==> src/rtl/fetch_pkg.sv <==
// Shared types and constants for the instruction-fetch stage.
// Optional perf counters in fetch_unit are enabled by FETCH_PERF_EN.
package fetch_pkg;

   localparam int XLEN = 32;
   localparam logic [XLEN-1:0] NOP_INSTR = 32'h0000_0013;

   typedef enum logic {
      RUN   = 1'b0,
      FLUSH = 1'b1
   } fetch_state_e;

   typedef struct packed {
      logic [XLEN-1:0] pc;
      logic [XLEN-1:0] instr;
   } fetch_entry_t;

endpackage

==> src/rtl/fetch_fifo.sv <==
// Small synchronous FIFO with clear, shared by the output buffer
// and the in-flight PC queue. Clear wins over push/pop.
module fetch_fifo
   import fetch_pkg::*;
#(
   parameter int  DEPTH = 2,
   parameter type T     = fetch_entry_t,
   localparam int AW    = $clog2(DEPTH),
   localparam int CW    = AW + 1
) (
   input  logic          i_clk,
   input  logic          i_rst,
   input  logic          i_clear,
   input  logic          i_push,
   input  T              i_data,
   input  logic          i_pop,
   output T              o_data,
   output logic [CW-1:0] o_count,
   output logic          o_empty,
   output logic          o_full
);

   T              mem [DEPTH];
   logic [AW-1:0] wr_ptr;
   logic [AW-1:0] rd_ptr;
   logic [CW-1:0] count;
   logic          do_push;
   logic          do_pop;

   assign o_empty = (count == '0);
   assign o_full  = (count == CW'(DEPTH));
   assign do_pop  = i_pop && !o_empty;
   assign do_push = i_push && (!o_full || do_pop);
   assign o_data  = mem[rd_ptr];
   assign o_count = count;

   // pointers and occupancy
   always_ff @(posedge i_clk or posedge i_rst) begin
      if (i_rst) begin
         wr_ptr <= '0;
         rd_ptr <= '0;
         count  <= '0;
      end else if (i_clear) begin
         wr_ptr <= '0;
         rd_ptr <= '0;
         count  <= '0;
      end else begin
         if (do_push) wr_ptr <= wr_ptr + AW'(1);
         if (do_pop)  rd_ptr <= rd_ptr + AW'(1);
         unique case ({do_push, do_pop})
            2'b10:   count <= count + CW'(1);
            2'b01:   count <= count - CW'(1);
            default: count <= count;
         endcase
      end
   end

   // payload storage, no reset needed
   always_ff @(posedge i_clk) begin
      if (do_push && !i_clear) mem[wr_ptr] <= i_data;
   end

endmodule

==> src/rtl/fetch_unit.sv <==
// Instruction fetch stage: PC, credit-limited imem requests, output FIFO.
// Define FETCH_PERF_EN to add o_stall_cnt / o_flush_cnt counters.
module fetch_unit
   import fetch_pkg::*;
#(
   parameter logic [XLEN-1:0] RESET_PC   = 32'h0000_0000,
   parameter int              FIFO_DEPTH = 2
) (
   input  logic            i_clk,
   input  logic            i_rst,
   output logic            o_imem_req_valid,
   output logic [XLEN-1:0] o_imem_req_addr,
   input  logic            i_imem_req_ready,
   input  logic            i_imem_rsp_valid,
   input  logic [XLEN-1:0] i_imem_rsp_data,
   input  logic            i_redirect,
   input  logic [XLEN-1:0] i_redirect_pc,
   output logic            o_instr_valid,
   output logic [XLEN-1:0] o_instr,
   output logic [XLEN-1:0] o_pc,
   input  logic            i_instr_ready
`ifdef FETCH_PERF_EN
   ,
   output logic [31:0]     o_stall_cnt,
   output logic [31:0]     o_flush_cnt
`endif
);

   localparam int CW = $clog2(FIFO_DEPTH) + 1;

   fetch_state_e    state;
   fetch_state_e    state_next;
   logic [XLEN-1:0] pc;
   logic [CW-1:0]   outstanding;
   logic [CW-1:0]   out_next;
   logic            credit;
   logic            req_fire;
   logic            rsp_take;
   logic            rsp_push;
   logic            pop;

   fetch_entry_t    buf_head;
   fetch_entry_t    buf_in;
   logic [CW-1:0]   buf_count;
   logic            buf_empty;
   logic            buf_full;

   logic [XLEN-1:0] pcq_head;
   logic [CW-1:0]   pcq_count;
   logic            pcq_empty;
   logic            pcq_full;

   logic            unused;

   assign credit   = ({1'b0, outstanding} + {1'b0, buf_count})
                     < (CW + 1)'(FIFO_DEPTH);
   assign req_fire = o_imem_req_valid && i_imem_req_ready;
   assign rsp_take = i_imem_rsp_valid && (outstanding != '0);
   assign rsp_push = rsp_take && (state == RUN) && !i_redirect
                     && !pcq_empty;
   assign out_next = outstanding + CW'(req_fire) - CW'(rsp_take);
   assign pop      = o_instr_valid && i_instr_ready;
   assign buf_in   = '{pc: pcq_head, instr: i_imem_rsp_data};
   assign unused   = ^{pcq_count, pcq_full, buf_full, i_redirect_pc[1:0]};

   // state register
   always_ff @(posedge i_clk or posedge i_rst) begin
      if (i_rst) state <= RUN;
      else       state <= state_next;
   end

   // next-state: flush until every stale response has drained
   always_comb begin
      state_next = state;
      unique case (state)
         RUN: begin
            if (i_redirect && (out_next != '0)) state_next = FLUSH;
         end
         FLUSH: begin
            if (!i_redirect && (outstanding == '0)) state_next = RUN;
         end
         default: state_next = RUN;
      endcase
   end

   // outputs: request gating and decode-facing head view
   always_comb begin
      o_imem_req_valid = !i_rst && (state == RUN) && !i_redirect && credit;
      o_imem_req_addr  = pc;
      o_instr_valid    = !buf_empty && !i_redirect;
      o_instr          = o_instr_valid ? buf_head.instr : NOP_INSTR;
      o_pc             = o_instr_valid ? buf_head.pc : '0;
   end

   // PC and in-flight request count
   always_ff @(posedge i_clk or posedge i_rst) begin
      if (i_rst) begin
         pc          <= RESET_PC;
         outstanding <= '0;
      end else begin
         outstanding <= out_next;
         if (i_redirect)    pc <= {i_redirect_pc[XLEN-1:2], 2'b00};
         else if (req_fire) pc <= pc + XLEN'(4);
      end
   end

   fetch_fifo #(
      .DEPTH (FIFO_DEPTH),
      .T     (fetch_entry_t)
   ) u_buf (
      .i_clk   (i_clk),
      .i_rst   (i_rst),
      .i_clear (i_redirect),
      .i_push  (rsp_push),
      .i_data  (buf_in),
      .i_pop   (pop),
      .o_data  (buf_head),
      .o_count (buf_count),
      .o_empty (buf_empty),
      .o_full  (buf_full)
   );

   fetch_fifo #(
      .DEPTH (FIFO_DEPTH),
      .T     (logic [XLEN-1:0])
   ) u_pcq (
      .i_clk   (i_clk),
      .i_rst   (i_rst),
      .i_clear (i_redirect),
      .i_push  (req_fire),
      .i_data  (pc),
      .i_pop   (rsp_push),
      .o_data  (pcq_head),
      .o_count (pcq_count),
      .o_empty (pcq_empty),
      .o_full  (pcq_full)
   );

`ifdef FETCH_PERF_EN
   // saturating stall and redirect counters
   always_ff @(posedge i_clk or posedge i_rst) begin
      if (i_rst) begin
         o_stall_cnt <= '0;
         o_flush_cnt <= '0;
      end else begin
         if ((state == RUN) && buf_empty && (o_stall_cnt != '1))
            o_stall_cnt <= o_stall_cnt + 32'd1;
         if (i_redirect && (o_flush_cnt != '1))
            o_flush_cnt <= o_flush_cnt + 32'd1;
      end
   end
`endif

endmodule

==> config.mk <==
export PLATFORM = sky130hd
export DESIGN_NAME = fetch_unit
export DESIGN_NICKNAME = d
export VERILOG_FILES = /design/src/rtl/fetch_pkg.sv /design/src/rtl/fetch_fifo.sv /design/src/rtl/fetch_unit.sv
export SDC_FILE = /design/constraint.sdc
export NUM_CORES = 1
export LEC_CHECK = 0
export CELL_PAD_IN_SITES_DETAIL_PLACEMENT = 1
export CELL_PAD_IN_SITES_GLOBAL_PLACEMENT = 2
export CORE_UTILIZATION = 41
export CTS_BUF_LIST = sky130_fd_sc_hd__clkbuf_2
export DETAILED_ROUTE_END_ITERATION = 7
export PLACE_DENSITY = 0.92
export SLEW_MARGIN = 20
export SYNTH_ARGS = -nofsm -noshare
export SYNTH_HDL_FRONTEND = slang
export SYNTH_SLANG_ARGS = --single-unit
==> constraint.sdc <==
create_clock -name i_clk -period 12.7 [get_ports i_clk]
set_input_delay 2.54 -clock i_clk [delete_from_list [all_inputs] [get_ports i_clk]]
set_output_delay 2.54 -clock i_clk [all_outputs]
set_load 0.005 [all_outputs]
==> metrics.yaml <==
dr.pass1.iters: 8
floorplan.core_area_um2: 22090
r2r-end: "state$_DFF_PP0_"
drc_errors: 10
synth.largest_area_cell: "edfxtp_1"
synth_top_cells_by_count: "edfxtp_1 (184), nor2_1 (85), mux2i_1 (66)"
postCtsHoldBufs: 0
skew_ns: 0.05580
worstHoldStart: "u_pcq.mem[0][16]$_DFFE_PP_"
antenna_left: 0
critPathKind: "input pin to output pin"
grt_max_degree: 64
wl_met1_mm: 9.292
end_kind: "output pin"
cts_setup_buffers: 0
synth_seq_area_share: 0.7025
rrSetupSlack_ns: 8.82
nFillCells: 2233
cts.reportedPaths.clkPinSlew_ns: 0.10
dr.max_layer_used: "met4"
rsz0062_at_grt: "no"
p_leak_uw: 0.004001
hold_viol: 0
finalCritPeriodShare: 0.5743
slowest_stage: "buf_4"
die_y_um: 152.8
yosysWarnings: 0
cp_data_required_time_ns: 10.16
h-tree-depth: 2
avgViaCountPerCell: 5.228
drive_above_1_share: 0.1604
synth_top_area_frac: 0.5925
pin_count: 168
wl_mm: 23.08
numCtsBuffers: 56
synth_ff_type: "edfxtp_1"
timing.setup.tns_ns: 0
r2r_cells: 12
min_period_ns: 7.293
clockBufferDepth: 3
cts_tree: "built"
yosysMostFrequentCell: "edfxtp_1"
grt_overflow: 0
insertion_delay_ns: 0.82
crit_fanout: 60
maxSlewHeadroom: 0.3355
async_flop_share: 0.1822
peakVddDrop_mv: 0.05925
die-area_um2: 23350
die_w_um: 152.8
area_growth_pct: 26.70
wl_met3_mm: 1.341
ys_seq_elements: 225
routedWlPerCell_um: 19.57
crit_top_cell: "buf_4"
gp_congestion: 0.7948
nets: 925
synthTopCellsByArea: "edfxtp_1 (59%), dfrtp_1 (11%), mux2i_1 (7.1%)"
finalSetupViolations: 0
synth_top_family_by_area: "multiplexers"
initial_core_util: 0.4221
crit_chain: "buf_2 -> buf_4 -> or2_2 -> buf_4 -> inv_1 -> nand2_1 -> clkdlybuf4s50_1"
syn_avg_cell_area_um2: 14.30
crit_buf_inv: 5
grt_usage: 0.1995
dpl.hpwl_mm: 14.80
worstPathArrival_ns: 4.75
fp-row-count: 54
hold_path_end: "u_buf.mem[1][48]$_DFFE_PP_"
drt_iter0_markers: 284
synth_simple_gate_area_frac: 0.1071
cts_sinks: 225
slowest_delay_ns: 0.55
synth_xor_area_frac: 0.006575
synth_cell_type_count: 51
status: "complete, but fails checks"
grt_pass1_wl_mm: 36.20
cellPowerDensity_nw_per_um2: 123.5
syn_inst: 652
cp_top_family: "buffers and inverters"
vias: 6164
hold_path_class: "flip-flop to flip-flop"
io_buffers: 161
min_path_cells: 1
met2_length_mm: 11.79
rr_startpoint: "u_buf.o_count[0]$_DFFE_PP0P_"
setup.worst_path.start_class: "input pin"
synthMuxAreaShare: 0.1083
max_freq_mhz: 137.1
syn_area_um2: 9325
antenna_found_initial: 1
post_cts_resized: 0
dp_cells: 1072
violations: "DRC"
synth-compound-area-share: 0.04978
drv_slew: 0
worst_slew_pin_slew_ns: 0.9876
max_cap_violations: 0
grt_pass1_vias: 6636
stdcell_count: 1179
synth_edf_count: 184
root_buffer: "clkbuf_2"
yosys.area_share.adder: 0.006172
[state kept, by name (all words and copies together), names as in the netlist]
signal	cells
u_buf.mem	124
state	1
u_pcq.rd_ptr	1
outstanding	2
u_buf.rd_ptr	1
o_imem_req_addr	30
u_pcq.o_count	2
u_buf.wr_ptr	1
u_pcq.mem	60
u_pcq.wr_ptr	1
u_buf.o_count	2
[layer usage]
layer,up-vias,GRT usage
met2,204,0.3530
met5,-,0
met4,0,0.08177
met1,3038,0.2370
li1,2875,-
met3,47,0.04083
[layout by cell type, fill, tap and decap left out, types with 4 or more instances in the layout]
| cell | instances |
|---|---|
| o211ai_1 | 10 |
| conb_1 | 4 |
| nand3_1 | 18 |
| o21ai_0 | 24 |
| clkinv_1 | 18 |
| o311ai_0 | 8 |
| a22oi_1 | 4 |
| nor3_1 | 7 |
| nand2b_1 | 5 |
| nor4_1 | 6 |
| nand3b_1 | 4 |
| mux2_2 | 31 |
| clkinv_2 | 4 |
| clkdlybuf4s50_1 | 160 |
| buf_4 | 11 |
| dfrtp_1 | 40 |
| or4_1 | 4 |
| xnor2_1 | 4 |
| a21oi_1 | 9 |
| mux2i_1 | 66 |
| edfxtp_1 | 184 |
| inv_1 | 5 |
| nor2b_1 | 5 |
| nand4_1 | 9 |
| nand2_1 | 40 |
| nor2_1 | 85 |
| and3_1 | 4 |
| clkbuf_2 | 81 |
[how the worst max path moves through the flow]
stage | slack (ns) | end | depth (start not counted) | startpoint
2_1_floorplan | 4.20 | u_buf.mem[1][0]$_DFFE_PP_ | 4 | i_imem_rsp_valid
3_3_place_gp | 5.53 | o_instr[0] | 7 | i_redirect
3_5_place_dp | 5.40 | o_instr[0] | 7 | i_redirect
4_1_cts | 5.40 | o_instr[0] | 7 | i_redirect
5_1_grt | 5.25 | o_instr[0] | 7 | i_redirect
6_report | 5.41 | o_instr[0] | 7 | i_redirect
[stage by stage]
| step | instance area [µm²] | total power (µW) | hold slack [ns] | util | setup WS [ns] |
|---|---|---|---|---|---|
| 5_1_grt | 11820 | 1527 | 0.5724 | 0.5348 | 5.246 |
| 6_report | 11820 | 1459 | 0.5585 | 0.5348 | 5.407 |
| 4_1_cts | 11790 | 1482 | 0.5523 | 0.5334 | 5.400 |
| 3_5_place_dp | 11260 | 991.7 | 0.5502 | 0.5096 | 5.399 |
| 2_1_floorplan | 9336 | 914.7 | 0.4813 | - | 4.204 |
| 3_3_place_gp | 11260 | 980.6 | 0.5286 | 0.5096 | 5.528 |
[power breakdown]
group	internal (µW)	switching [µW]	total (µW)
clock	194	290	484
combinational	64.0	55.5	119
sequential	820	35.6	856
[cell type report]
class	count	area, µm²	area share
Antenna cell	1	2.502	0.0002118
Clock buffer	81	405.4	0.03431
Clock inverter	24	121.4	0.01027
Inverter	6	22.52	0.001906
Multi-Input combinational cell	389	2641	0.2236
Sequential cell	225	6555	0.5548
Tap cell	280	350.3	0.02965
Timing Repair Buffer	173	1717	0.1453
[cells by family after synthesis]
kind of cell / Yosys count
flip-flops: 225
buffers and inverters: 41
multiplexers: 97
XOR/XNOR: 7
adder cells (fa/ha/maj): 4
AND/OR/NAND/NOR: 207
AO/OA/AOI/OAI: 70
other: 1
Note: power is estimated with default switching activity, not from simulation.
